$ cat src/rtl/mqam_modulator.sv
// Run-time selectable QPSK/16QAM/64QAM modulator: serial bits are packed into Gray-coded
// I/Q levels and mixed with an NCO cos/sin carrier into a single passband sample.
module mqam_modulator #(
    parameter int unsigned CARRIER_W  = 8,
    parameter int unsigned PHASE_W    = 16,
    parameter int unsigned LUT_ADDR_W = 6,
    parameter int unsigned SPS        = 16
) (
    input  logic                 clk,
    input  logic                 reset_n,
    input  logic [1:0]           mode,
    input  logic [PHASE_W-1:0]   fcw,
    input  logic                 bit_in,
    input  logic                 bit_valid,
    output logic                 bit_ready,
    output logic [CARRIER_W+4:0] mod_out,
    output logic                 out_valid,
    output logic                 sym_strobe,
    output logic                 underrun
);

    localparam int unsigned CNT_W = $clog2(SPS);
    localparam int PEAK = 2 ** (CARRIER_W - 1) - 1;
    localparam int unsigned QW = LUT_ADDR_W - 2;
    localparam logic [LUT_ADDR_W-1:0] QUARTER = LUT_ADDR_W'(2 ** QW);

    // Quarter-wave sine in 16 steps, scaled from a 127-peak reference to the carrier peak.
    localparam int QROM [17] = '{
        0,             12 * PEAK / 127,  25 * PEAK / 127,  37 * PEAK / 127,
        49 * PEAK / 127,  60 * PEAK / 127,  71 * PEAK / 127,  81 * PEAK / 127,
        90 * PEAK / 127,  98 * PEAK / 127,  106 * PEAK / 127, 112 * PEAK / 127,
        117 * PEAK / 127, 122 * PEAK / 127, 125 * PEAK / 127, 126 * PEAK / 127,
        PEAK
    };

    // Folds an address within a half cycle onto the 0..16 quarter-wave index.
    function automatic logic [4:0] quarter_idx(input logic [LUT_ADDR_W-2:0] a);
        logic [31:0] off;
        off = 32'(a[QW-1:0]);
        if (a[QW]) off = (32'd1 << QW) - off;
        return 5'((off << 4) >> QW);
    endfunction

    logic [1:0]                  mode_q;
    logic [2:0]                  bit_cnt_q;
    logic [5:0]                  shreg_q;
    logic [CNT_W-1:0]            sym_cnt_q;
    logic signed [3:0]           lvl_i_q, lvl_q_q;
    logic                        lv_q;
    logic [PHASE_W-1:0]          phase_q;
    logic signed [CARRIER_W-1:0] sin_q, cos_q;
    logic signed [CARRIER_W+3:0] prod_i_q, prod_q_q;
    logic                        pv_q;
    logic signed [CARRIER_W+4:0] sum_q;
    logic                        ov_q;

    logic [2:0]                  k;
    logic                        boundary;
    logic                        accept;
    logic [2:0]                  i_g, q_g, i_b, q_b;
    logic [3:0]                  offset;
    logic signed [3:0]           lvl_i, lvl_q;
    logic [LUT_ADDR_W-1:0]       sin_addr, cos_addr;
    logic signed [CARRIER_W-1:0] sin_mag, cos_mag, sin_c, cos_c;

    always_comb begin
        case (mode_q)
            2'b00:   k = 3'd2;
            2'b10:   k = 3'd6;
            default: k = 3'd4;
        endcase
    end

    assign boundary   = (sym_cnt_q == CNT_W'(SPS - 1));
    assign bit_ready  = (bit_cnt_q < k) || boundary;
    assign accept     = bit_valid && bit_ready;
    assign sym_strobe = boundary;
    assign underrun   = boundary && (bit_cnt_q != k);

    always_comb begin
        i_g    = 3'b000;
        q_g    = 3'b000;
        offset = 4'd3;
        case (k)
            3'd2: begin
                i_g    = {2'b00, shreg_q[1]};
                q_g    = {2'b00, shreg_q[0]};
                offset = 4'd1;
            end
            3'd6: begin
                i_g    = {shreg_q[5], shreg_q[3], shreg_q[1]};
                q_g    = {shreg_q[4], shreg_q[2], shreg_q[0]};
                offset = 4'd7;
            end
            default: begin
                i_g = {1'b0, shreg_q[3], shreg_q[1]};
                q_g = {1'b0, shreg_q[2], shreg_q[0]};
            end
        endcase
        i_b   = {i_g[2], i_g[2] ^ i_g[1], ^i_g};
        q_b   = {q_g[2], q_g[2] ^ q_g[1], ^q_g};
        // 4-bit wraparound yields the signed level directly.
        lvl_i = {i_b, 1'b0} - offset;
        lvl_q = {q_b, 1'b0} - offset;
    end

    always_comb begin
        sin_addr = phase_q[PHASE_W-1 -: LUT_ADDR_W];
        cos_addr = sin_addr + QUARTER;
        sin_mag  = CARRIER_W'(QROM[quarter_idx(sin_addr[LUT_ADDR_W-2:0])]);
        cos_mag  = CARRIER_W'(QROM[quarter_idx(cos_addr[LUT_ADDR_W-2:0])]);
        sin_c    = sin_addr[LUT_ADDR_W-1] ? -sin_mag : sin_mag;
        cos_c    = cos_addr[LUT_ADDR_W-1] ? -cos_mag : cos_mag;
    end

    always_ff @(posedge clk) begin
        if (!reset_n) begin
            mode_q    <= '0;
            bit_cnt_q <= '0;
            shreg_q   <= '0;
            sym_cnt_q <= '0;
            lvl_i_q   <= '0;
            lvl_q_q   <= '0;
            lv_q      <= 1'b0;
            phase_q   <= '0;
            sin_q     <= '0;
            cos_q     <= '0;
            prod_i_q  <= '0;
            prod_q_q  <= '0;
            pv_q      <= 1'b0;
            sum_q     <= '0;
            ov_q      <= 1'b0;
        end else begin
            sym_cnt_q <= boundary ? '0 : sym_cnt_q + CNT_W'(1);
            if (bit_cnt_q == 3'd0) mode_q <= mode;

            if (boundary && (bit_cnt_q == k)) begin
                lvl_i_q   <= lvl_i;
                lvl_q_q   <= lvl_q;
                lv_q      <= 1'b1;
                bit_cnt_q <= accept ? 3'd1 : 3'd0;
                shreg_q   <= {5'b00000, accept & bit_in};
            end else begin
                if (boundary) begin
                    lvl_i_q <= '0;
                    lvl_q_q <= '0;
                    lv_q    <= 1'b0;
                end
                // Partial symbols survive an underrun and keep filling.
                if (accept) begin
                    bit_cnt_q <= bit_cnt_q + 3'd1;
                    shreg_q   <= {shreg_q[4:0], bit_in};
                end
            end

            phase_q  <= phase_q + fcw;
            sin_q    <= sin_c;
            cos_q    <= cos_c;
            prod_i_q <= (CARRIER_W + 4)'(lvl_i_q) * (CARRIER_W + 4)'(cos_q);
            prod_q_q <= (CARRIER_W + 4)'(lvl_q_q) * (CARRIER_W + 4)'(sin_q);
            pv_q     <= lv_q;
            sum_q    <= (CARRIER_W + 5)'(prod_i_q) + (CARRIER_W + 5)'(prod_q_q);
            ov_q     <= pv_q;
        end
    end

    assign mod_out   = sum_q;
    assign out_valid = ov_q;

endmodule

$ cat config.mk
export PLATFORM = sky130hd
export DESIGN_NAME = mqam_modulator
export DESIGN_NICKNAME = d
export VERILOG_FILES = /design/src/rtl/mqam_modulator.sv
export SDC_FILE = /design/constraint.sdc
export NUM_CORES = 1
export LEC_CHECK = 0
export BUFFER_PORTS_ARGS = -buffer_cell sky130_fd_sc_hd__buf_2
export CORE_MARGIN = 3
export CORE_UTILIZATION = 30
export CTS_CLUSTER_SIZE = 20
export DETAILED_ROUTE_END_ITERATION = 6
export HOLD_SLACK_MARGIN = 0.05
export PLACE_DENSITY = 0.44
export SLEW_MARGIN = 20
export SYNTH_ARGS = -nofsm -noshare
export SYNTH_HDL_FRONTEND = slang
export SYNTH_SLANG_ARGS = --single-unit
$ cat constraint.sdc
create_clock -name clk -period 6.1 [get_ports clk]
set_input_delay 1.83 -clock clk [delete_from_list [all_inputs] [get_ports clk]]
set_output_delay 1.83 -clock clk [all_outputs]
set_load 0.03 [all_outputs]
==> impl_metrics.toml, run 1 <==
[outcome]
outcome = "completed"

[die]
fp-row-count = 55
die_h_um = 160.1
io_pins = 39
initial_core_util = 0.3099
fp.coreArea_sq_mm = 0.02298
design.die.area_sq_mm = 0.02562
dieWidth_um = 160.1

[place]
gp_congestion = 0.7778
placed_area_sq_mm = 0.007617
port_buffers = 38
dp_hpwl_mm = 11.29
pre_cts_ws_ns = 1.946

[yosys]
synth_cells = 804
synthTopCellsByCount = "dfxtp_1 (93), ha_1 (88), nor2_1 (88)"
yosys.area.top_type = "dfxtp_1"
synth.top_cell.area_share = 0.2614
synth.area.mux_share = 0.02758
synthDistinctLibCells = 72
synth.area.top_cells = "dfxtp_1 (26%), ha_1 (15%), fa_1 (10%)"
synth_xor_area_frac = 0.07115
synth-edff-count = 0
ys.flop_type = "dfxtp_1"
ys_seq_area_frac = 0.2614
syn_area_per_cell_sq_um = 8.858
syn-cell-area_sq_mm = 0.007122
synth-compound-area-share = 0.1311
synth_fa_ha_area_frac = 0.2558
synth_most_common_cell = "dfxtp_1"
synthArstFlopShare = 0
synth_top_family_by_area = "adder cells"
ys_ff_latch = 93
syn-num-nets = 950
synth-simple-area-share = 0.2066
ys_warn_count = 0

[clock_network]
cts_setup_buffers = 0
tritoncts = "done"
cts.clk_slew.worst_paths_ns = 0.07
cts_root_buf = "clkbuf_16"
cts-resized-gates = 0
cts_buffer_depth = 2
cts_buffers = 9
htree_levels = 3
cts.sinks = 93
worstSkewPairLatency_ns = 0.35
ctsHoldBuffers = 0

[global_routing]
grt_pass1_wl_mm = 25.65
grt.total_usage = 0.1203
antenna_found_initial = 0
grt-ovfl-total = 0
grt_max_degree = 58
grt_pass1_vias = 5161

[power_and_ir_drop]
clock_power_share = 0.222
powerDensity_mw_per_mm2 = 345.1
pwr-share-seq = 0.301
intPower_mw = 1.613
p_switching_mw = 1.123
peakVddDrop_uv = 202.4
power.combinational.fraction = 0.477
p_leak_nw = 3.767
swShare = 0.4104

[sta]
fin_crit_ns = 4.015
max_freq_mhz = 249.1
tightest_slew_ns = 0.9949
fin_setup_tns_ns = 0
relSlewSlack = 0.3274
hold_viol_final = 0
drv_slew = 0
period_share = 0.6581
setup_slack_ns = 2.085
rsz0062_at_grt = "no"
fin_skew_ns = 0.01902
setup_viol = 0
hold_slack_ns = 0.4462

[critical_path]
rr_startpoint = "lvl_q_q[3]$_SDFFE_PN0P_"
cp-startpoint = "mode_q[0]$_SDFFE_PN0N_"
critPathTopFamily = "flip-flops"
cp_slowest_stage_delay_ns = 0.57
rr_endpoint = "prod_q_q[10]$_SDFF_PN0_"
crit_type = "flip-flop to output pin"
cp-endpoint = "bit_ready"
critPathBufInv = 1
crit_path_max_fanout = 12
endpoint_kind = "output pin"
r2r_setup_slack_ns = 2.15
crit_cells = 5
reg2reg_depth = 14
required_ns = 4.27
critPathSlowestCell = "dfxtp_1"
path_cells = "nor2_1 > ha_1 > nor2b_1 > o21ai_0 > buf_2"
crit_path_start_kind = "flip-flop"
cp.arrival_ns = 2.18

[cells_and_area]
num-nets-final = 979
drive_above_1_share = 0.08841
post-route-util = 0.3450
area_growth_syn_to_layout_pct = 11.35
fin_area_sq_mm = 0.007930
diodes = 0

[drt]
wl_mm = 14.75
avgViaCountPerCell = 4.573
vias = 5259
drt_iter0_drc = 230
final_antenna_net_count = 0
firstDrtPassIters = 4
wl_per_cell_um = 12.83
drc = 0

[job]
maxCapViolCount = 0

[min_path]
hold_path.class = "flip-flop to flip-flop"
[per-stage QoR]
step                      cells  power, mW
after floorplan             804      1.881
after global placement     1135      2.161
after detailed placement   1135      2.149
after CTS                  1150      2.771
after global routing       1150      2.994
final                      1150      2.736
[state kept, by name (all words and copies together), names as in the netlist]
name	count
lvl_i_q	4
mode_q	2
pv_q	1
out_valid	1
bit_cnt_q	3
phase_q	16
sin_q	8
cos_q	8
shreg_q	6
sym_cnt_q	4
mod_out	13
lvl_q_q	3
prod_q_q	12
prod_i_q	12
[cell usage in the layout, fill, tap and decap left out, types with 3 or more instances in the layout]
cell type   n
a21o_1     14
a21oi_1    41
a22o_1      5
a22oi_1     4
a31oi_1     4
and2_1     46
and3_1      9
buf_2      38
clkbuf_16   9
dfxtp_1    93
fa_1       36
ha_1       88
inv_1      60
mux2_2      4
mux2i_1    14
nand2_1    45
nand2b_1   14
nand3_1    14
nand4_1     4
nor2_1     88
nor2b_1    30
nor3_1     17
o21a_1      4
o21ai_0    29
o21ai_1     3
o21bai_1    5
or2_2       4
or3_1       3
or4_1       4
xnor2_1    42
xor2_1     14
[worst register-to-register path, cell delays in order, from the launching register on]
cell	delay, ns
dfxtp_1	0.53
nand2b_1	0.13
fa_1	0.51
fa_1	0.54
inv_1	0.05
fa_1	0.44
ha_1	0.30
a21o_1	0.16
a21oi_1	0.16
nor2b_1	0.08
o21a_1	0.18
or4_1	0.39
o311ai_0	0.12
xor2_1	0.18
nor2_1	0.05
[worst min-delay path by stage]
| stage | cells past startpoint | from | to | slack (ns) |
|---|---|---|---|---|
| after global placement | 1 | sym_cnt_q[0]$_SDFF_PP0_ | sym_cnt_q[0]$_SDFF_PP0_ | 0.44 |
| after CTS | 1 | sym_cnt_q[0]$_SDFF_PP0_ | sym_cnt_q[0]$_SDFF_PP0_ | 0.45 |
| after floorplan | 1 | pv_q$_SDFF_PN0_ | out_valid$_SDFF_PN0_ | 0.41 |
| after detailed placement | 1 | sym_cnt_q[0]$_SDFF_PP0_ | sym_cnt_q[0]$_SDFF_PP0_ | 0.44 |
| after global routing | 1 | sym_cnt_q[0]$_SDFF_PP0_ | sym_cnt_q[0]$_SDFF_PP0_ | 0.49 |
| final | 1 | sym_cnt_q[0]$_SDFF_PP0_ | sym_cnt_q[0]$_SDFF_PP0_ | 0.45 |
[kinds of logic (layout without fill, tap and decap cells)]
group	count (synthesis)	after routing
AO/OA/AOI/OAI	139	139
XOR/XNOR	57	57
adder cells (fa/ha/maj)	124	124
buffers and inverters	83	116
flip-flops	93	93
multiplexers	19	19
AND/OR/NAND/NOR	289	289
[metal layers]
layer	GRT usage	wire length (um)	share of wire
met1	0.1660	7637	0.52
met2	0.1931	6604	0.45
met3	0.01712	305	0.021
met4	0.04024	206	0.014
met5	0	0	0
[power by group through the flow]
stage          Sequential [mW]  Clock, mW  Combinational, mW
5_1_grt                  0.843      0.655               1.50
3_3_place_gp             0.839          0               1.32
4_1_cts                  0.824      0.630               1.32
6_report                 0.823      0.607               1.31
3_5_place_dp             0.838          0               1.31
2_1_floorplan            0.764          0               1.12
[layout make-up]
type	count	area (sq um)
clock buffers	9	225.2
clock inverters	6	87.58
fillers	2455	15050
inverters	61	229.0
multi-input cells	628	4930
flip-flops and latches	93	1862
well taps	313	391.6
repair buffers	40	205.2
Power figures use the tool's default switching activity.
==> run 2, diff against run 1 <==
==> constraint.sdc (replaced) <==
create_clock -name clk -period 3.9 [get_ports clk]
set_input_delay 1.17 -clock clk [delete_from_list [all_inputs] [get_ports clk]]
set_output_delay 1.17 -clock clk [all_outputs]
set_load 0.03 [all_outputs]
==> impl_metrics.toml, run 2 (synthesis gave the netlist of run 1 again) <==
[place]
dpl.cell_count = 1145
gp_congestion = 0.8033
placed_area_sq_mm = 0.007692
port_buffers = 38
pre_cts_ws_ns = 0.02150
dp_hpwl_mm = 11.75

[sta]
tightest_slew_ns = 0.7121
fin_crit_ns = 3.676
drv_slew = 0
hold_viol_final = 0
period_share = 0.9425
relSlewSlack = 0.5246
fin_setup_tns_ns = 0
setup_slack_ns = 0.2244
setup_viol = 0
fin_skew_ns = 0.01082
max_freq_mhz = 272.1

[drt]
wl_per_cell_um = 12.97
met2_wirelength_mm = 6.792
final_antenna_net_count = 0
drc = 0
avgViaCountPerCell = 4.551
wl_mm = 15.07
firstDrtPassIters = 4
dr_wl_met3_um = 353
top_layer = "met4"
vias = 5288
drt_iter0_drc = 184
drt-met1-wl_mm = 7.716

[die]
fp.coreArea_sq_mm = 0.02298
fp-row-count = 55
initial_core_util = 0.3099
dieWidth_um = 160.1
design.die.area_sq_mm = 0.02562
die_h_um = 160.1
io_pins = 39

[clock_network]
cts.sinks = 93
tritoncts = "done"
ctsHoldBuffers = 0
cts.clk_slew.worst_paths_ns = 0.08
cts_buffer_depth = 2
cts_buffers = 9
cts_root_buf = "clkbuf_16"
worstSkewPairLatency_ns = 0.35
htree_levels = 3

[critical_path]
crit_path_start_kind = "flip-flop"
crit_type = "flip-flop to flip-flop"
critPathSlowestCell = "fa_1"
cp.arrival_ns = 3.89
crit_path_max_fanout = 4
r2r_setup_slack_ns = 0.22
required_ns = 4.11
rr_endpoint = "prod_i_q[11]$_SDFF_PN0_"
endpoint_kind = "flip-flop"
cp-startpoint = "cos_q[2]$_SDFF_PN0_"
cpMostUsedCell = "fa_1"
reg2reg_depth = 16
path_cells = "nand2_1 > fa_1 > fa_1 > inv_1 > fa_1 > ha_1 > inv_1 > fa_1 > nor2b_2 > o21ai_0 > nand2b_1 > a21o_1 > nand2_1 > a21oi_1 > xnor2_1 > nor2_1"
rr_startpoint = "cos_q[2]$_SDFF_PN0_"
cp-endpoint = "prod_i_q[11]$_SDFF_PN0_"
cp_slowest_stage_delay_ns = 0.54

[power_and_ir_drop]
p_leak_nw = 3.818
peakVddDrop_uv = 243.2
powerDensity_mw_per_mm2 = 529.6
total_power_mw = 4.244

[cells_and_area]
drive_above_1_share = 0.1119
num-nets-final = 990
fin_area_sq_mm = 0.008014
area_growth_syn_to_layout_pct = 12.53
multi_input_area_sq_mm = 0.004938
fillCellCount = 2464
register_area_sq_mm = 0.001874
largest_reg_flops = 16
final_cell_mix = "nor2_1 (88), ha_1 (88), dfxtp_1 (87), inv_1 (60), and2_1 (46)"
registers.top_by_ff_count = "phase_q"
diodes = 0
instances_no_fill = 1162

[job]
maxCapViolCount = 0

[global_routing]
grt_pass1_wl_mm = 25.63
grt_max_degree = 32
grt-ovfl-total = 0
antenna_found_initial = 0
grt_pass1_vias = 5230
grt.total_usage = 0.1206

[outcome]
outcome = "completed"

[min_path]
hold_path.class = "flip-flop to flip-flop"
## run 2: cell types whose count changed in the layout (fill, tap and decap cells not counted), sizes merged
| cell | delta |
|---|---|
| buf | +11 |
| inv | +3 |
| bufinv | -2 |
| clkinv | -2 |
| clkbuf | +1 |
| clkinvlp | +1 |
## run 2: worst max-delay path, delay by kind of cell (launching register included)
family / cells / cell delay (ns)
adders and majority gates: 5 / 2.11
buffers and inverters: 2 / 0.11
DFF: 1 / 0.36
xor gates and xnor gates: 1 / 0.14
AOI/OAI and AO/OA: 3 / 0.37
and+or+nand+nor: 5 / 0.43
## run 2: how the worst min path moves through the flow
stage | endpoint | startpoint | depth (start not counted) | slack (ns)
3_3_place_gp | sym_cnt_q[0]$_SDFF_PP0_ | sym_cnt_q[0]$_SDFF_PP0_ | 1 | 0.44
4_1_cts | sym_cnt_q[0]$_SDFF_PP0_ | sym_cnt_q[0]$_SDFF_PP0_ | 1 | 0.46
3_5_place_dp | sym_cnt_q[0]$_SDFF_PP0_ | sym_cnt_q[0]$_SDFF_PP0_ | 1 | 0.44
5_1_grt | sym_cnt_q[0]$_SDFF_PP0_ | sym_cnt_q[0]$_SDFF_PP0_ | 1 | 0.49
2_1_floorplan | out_valid$_SDFF_PN0_ | pv_q$_SDFF_PN0_ | 1 | 0.41
6_report | sym_cnt_q[0]$_SDFF_PP0_ | sym_cnt_q[0]$_SDFF_PP0_ | 1 | 0.46
## run 2: area by class of cell
type / count / share of cell area
multi-input cells: 628 / 0.6162
flip-flops and latches: 93 / 0.2339
well taps: 313 / 0.04887
repair buffers: 51 / 0.03591
clock buffers: 10 / 0.02982
inverters: 61 / 0.02857
clock inverters: 6 / 0.006714
## run 2: per-stage QoR
stage | hold slack (ns) | util
final | 0.4573 | 0.3487
after global routing | 0.4854 | 0.3487
after CTS | 0.4564 | 0.3475
after detailed placement | 0.4405 | 0.3347
after global placement | 0.4361 | 0.3347
after floorplan | 0.4119 | -
## run 2: power breakdown
| group | leakage [nW] | internal (mW) | switching, mW |
|---|---|---|---|
| Clock | 0.142 | 0.463 | 0.417 |
| Combinational | 2.91 | 0.888 | 1.23 |
| Sequential | 0.762 | 1.09 | 0.153 |
## run 2: repair_timing
action,in CTS,in global routing
gates resized for setup,1,12
endpoints found under the setup margin,2,5
pin swaps,0,3
setup buffers,0,1
## run 2: metal layers
metal | vias up | global-route usage
li1 | 2810 | -
met1 | 2421 | 0.1646
met2 | 46 | 0.1970
met3 | 11 | 0.01738
met4 | 0 | 0.03787
met5 | - | 0
==> run 3, diff against run 2 <==
==> constraint.sdc (replaced) <==
create_clock -name clk -period 4.6 [get_ports clk]
set_input_delay 1.38 -clock clk [delete_from_list [all_inputs] [get_ports clk]]
set_output_delay 1.38 -clock clk [all_outputs]
set_load 0.03 [all_outputs]
==> impl_metrics.toml, run 3 (synthesis gave the netlist of run 1 again) <==
[outcome]
outcome = "completed"

[critical_path]
cpMostUsedCell = "fa_1"
cp_slowest_stage_delay_ns = 0.54
critPathTopFamily = "adder cells"
critPathBufInv = 1
critPathSlowestCell = "dfxtp_1"
crit_path_max_fanout = 10
path_cells = "nand2b_1 > fa_1 > fa_1 > inv_1 > fa_1 > ha_1 > fa_1 > a21o_1 > a21oi_1 > nor2b_1 > o21ai_0 > a21oi_1 > xnor2_1 > nor2_1"
crit_type = "flip-flop to flip-flop"
required_ns = 4.81
crit_path_start_kind = "flip-flop"
cp.arrival_ns = 4.21
endpoint_kind = "flip-flop"

[global_routing]
antenna_found_initial = 0
grt.met1_usage = 0.1702
met3_usage = 0.02179
grt.busiest_layer = "met2"
met2_usage = 0.1937
grt-ovfl-total = 0
grt_max_degree = 55
grt.total_usage = 0.1221
grt_pass1_wl_mm = 25.86
grt_pass1_vias = 5221

[cells_and_area]
drive_above_1_share = 0.08950
largest_reg_flops = 16
num-nets-final = 980
final_common_cell = "dfxtp_1"
area_growth_syn_to_layout_pct = 11.93
diodes = 0
fin_area_sq_mm = 0.007971
registers.top_by_ff_count = "phase_q"
instances_no_fill = 1151
final_cell_mix = "dfxtp_1 (93), nor2_1 (88), ha_1 (88), inv_1 (60), and2_1 (46)"

[die]
die_h_um = 160.1
fp-row-count = 55
design.die.area_sq_mm = 0.02562
initial_core_util = 0.3099
fp.coreArea_sq_mm = 0.02298
io_pins = 39
dieWidth_um = 160.1

[power_and_ir_drop]
swShare = 0.4046
p_switching_mw = 1.503
pwr-share-seq = 0.294
intPower_mw = 2.213
clock_power_share = 0.239
peakVddDrop_uv = 283.7
power.combinational.fraction = 0.467
powerDensity_mw_per_mm2 = 466.1
p_leak_nw = 3.786

[clock_network]
tritoncts = "done"
htree_levels = 3
cts_setup_buffers = 0
cts.sinks = 93
worstSkewPairLatency_ns = 0.35
cts.clk_slew.worst_paths_ns = 0.07
cts_root_buf = "clkbuf_16"
ctsHoldBuffers = 0
cts_buffer_depth = 2
cts_buffers = 9
cts-resized-gates = 0

[place]
placed_area_sq_mm = 0.007625
port_buffers = 38
dpl.cell_count = 1136
dp_hpwl_mm = 11.43
gp_congestion = 0.7747

[drt]
drt_iter0_drc = 162
avgViaCountPerCell = 4.554
final_antenna_net_count = 0
wl_per_cell_um = 12.93
wl_mm = 14.88
drc = 0
vias = 5242
firstDrtPassIters = 4

[min_path]
hold_path.class = "flip-flop to flip-flop"

[sta]
period_share = 0.8697
relSlewSlack = 0.3353
hold_viol_final = 0
setup_viol = 0
fin_setup_tns_ns = 0
fin_crit_ns = 4.001
fin_skew_ns = 0.01374
rsz0062_at_grt = "no"
tightest_slew_ns = 0.9832
drv_slew = 0
max_freq_mhz = 250.0

[job]
maxCapViolCount = 0
## run 3: path summary, 6_finish.rpt
path / startpoint / endpoint / slack (ns) / cells after the start
min: sym_cnt_q[0]$_SDFF_PP0_ / sym_cnt_q[0]$_SDFF_PP0_ / 0.46 / 1
max: lvl_q_q[3]$_SDFFE_PN0P_ / prod_q_q[11]$_SDFF_PN0_ / 0.60 / 14
max reg2reg: lvl_q_q[3]$_SDFFE_PN0P_ / prod_q_q[11]$_SDFF_PN0_ / 0.60 / 14
min reg2reg: sym_cnt_q[0]$_SDFF_PP0_ / sym_cnt_q[0]$_SDFF_PP0_ / 0.46 / 1
## run 3: cell type report
class / instances / area, sq um
clock buffer: 10 / 239.0
multi-input combinational: 628 / 4930
sequential: 93 / 1862
timing repair buffer: 41 / 212.7
fill: 2474 / 15010
clock inverter: 5 / 107.6
tap: 313 / 391.6
inverter: 61 / 229.0
## run 3: per-layer routing
metal | up-vias | wire length, um
met2 | 44 | 6617
met1 | 2402 | 7721
met3 | 12 | 319
li1 | 2784 | -
met5 | - | 0
met4 | 0 | 224
## run 3: worst register-to-register path, delay by kind of cell, from the launching register on
kind | cells | cell delay, ns
adder cells (fa/ha/maj) | 5 | 2.17
buffers and inverters | 1 | 0.05
flip-flops | 1 | 0.54
AND/OR/NAND/NOR | 3 | 0.27
AO/OA/AOI/OAI | 4 | 0.69
XOR/XNOR | 1 | 0.14
## run 3: power by group through the flow
stage               Combinational, mW  Clock [mW]  Sequential (mW)
floorplan                        1.48           0             1.01
global placement                 1.75           0             1.11
detailed placement               1.74           0             1.11
CTS                              1.75       0.919             1.10
global route                     1.98       0.951             1.12
finish                           1.74       0.886             1.09
## run 3: per-stage QoR
stage	util	total power [mW]	setup slack [ns]	hold WS, ns
floorplan	-	2.494	0.8634	0.4119
global placement	0.3317	2.861	0.6488	0.4353
detailed placement	0.3317	2.852	0.5859	0.4448
CTS	0.3468	3.764	0.5771	0.4572
global route	0.3468	4.047	0.3326	0.4885
finish	0.3468	3.716	0.5994	0.4580
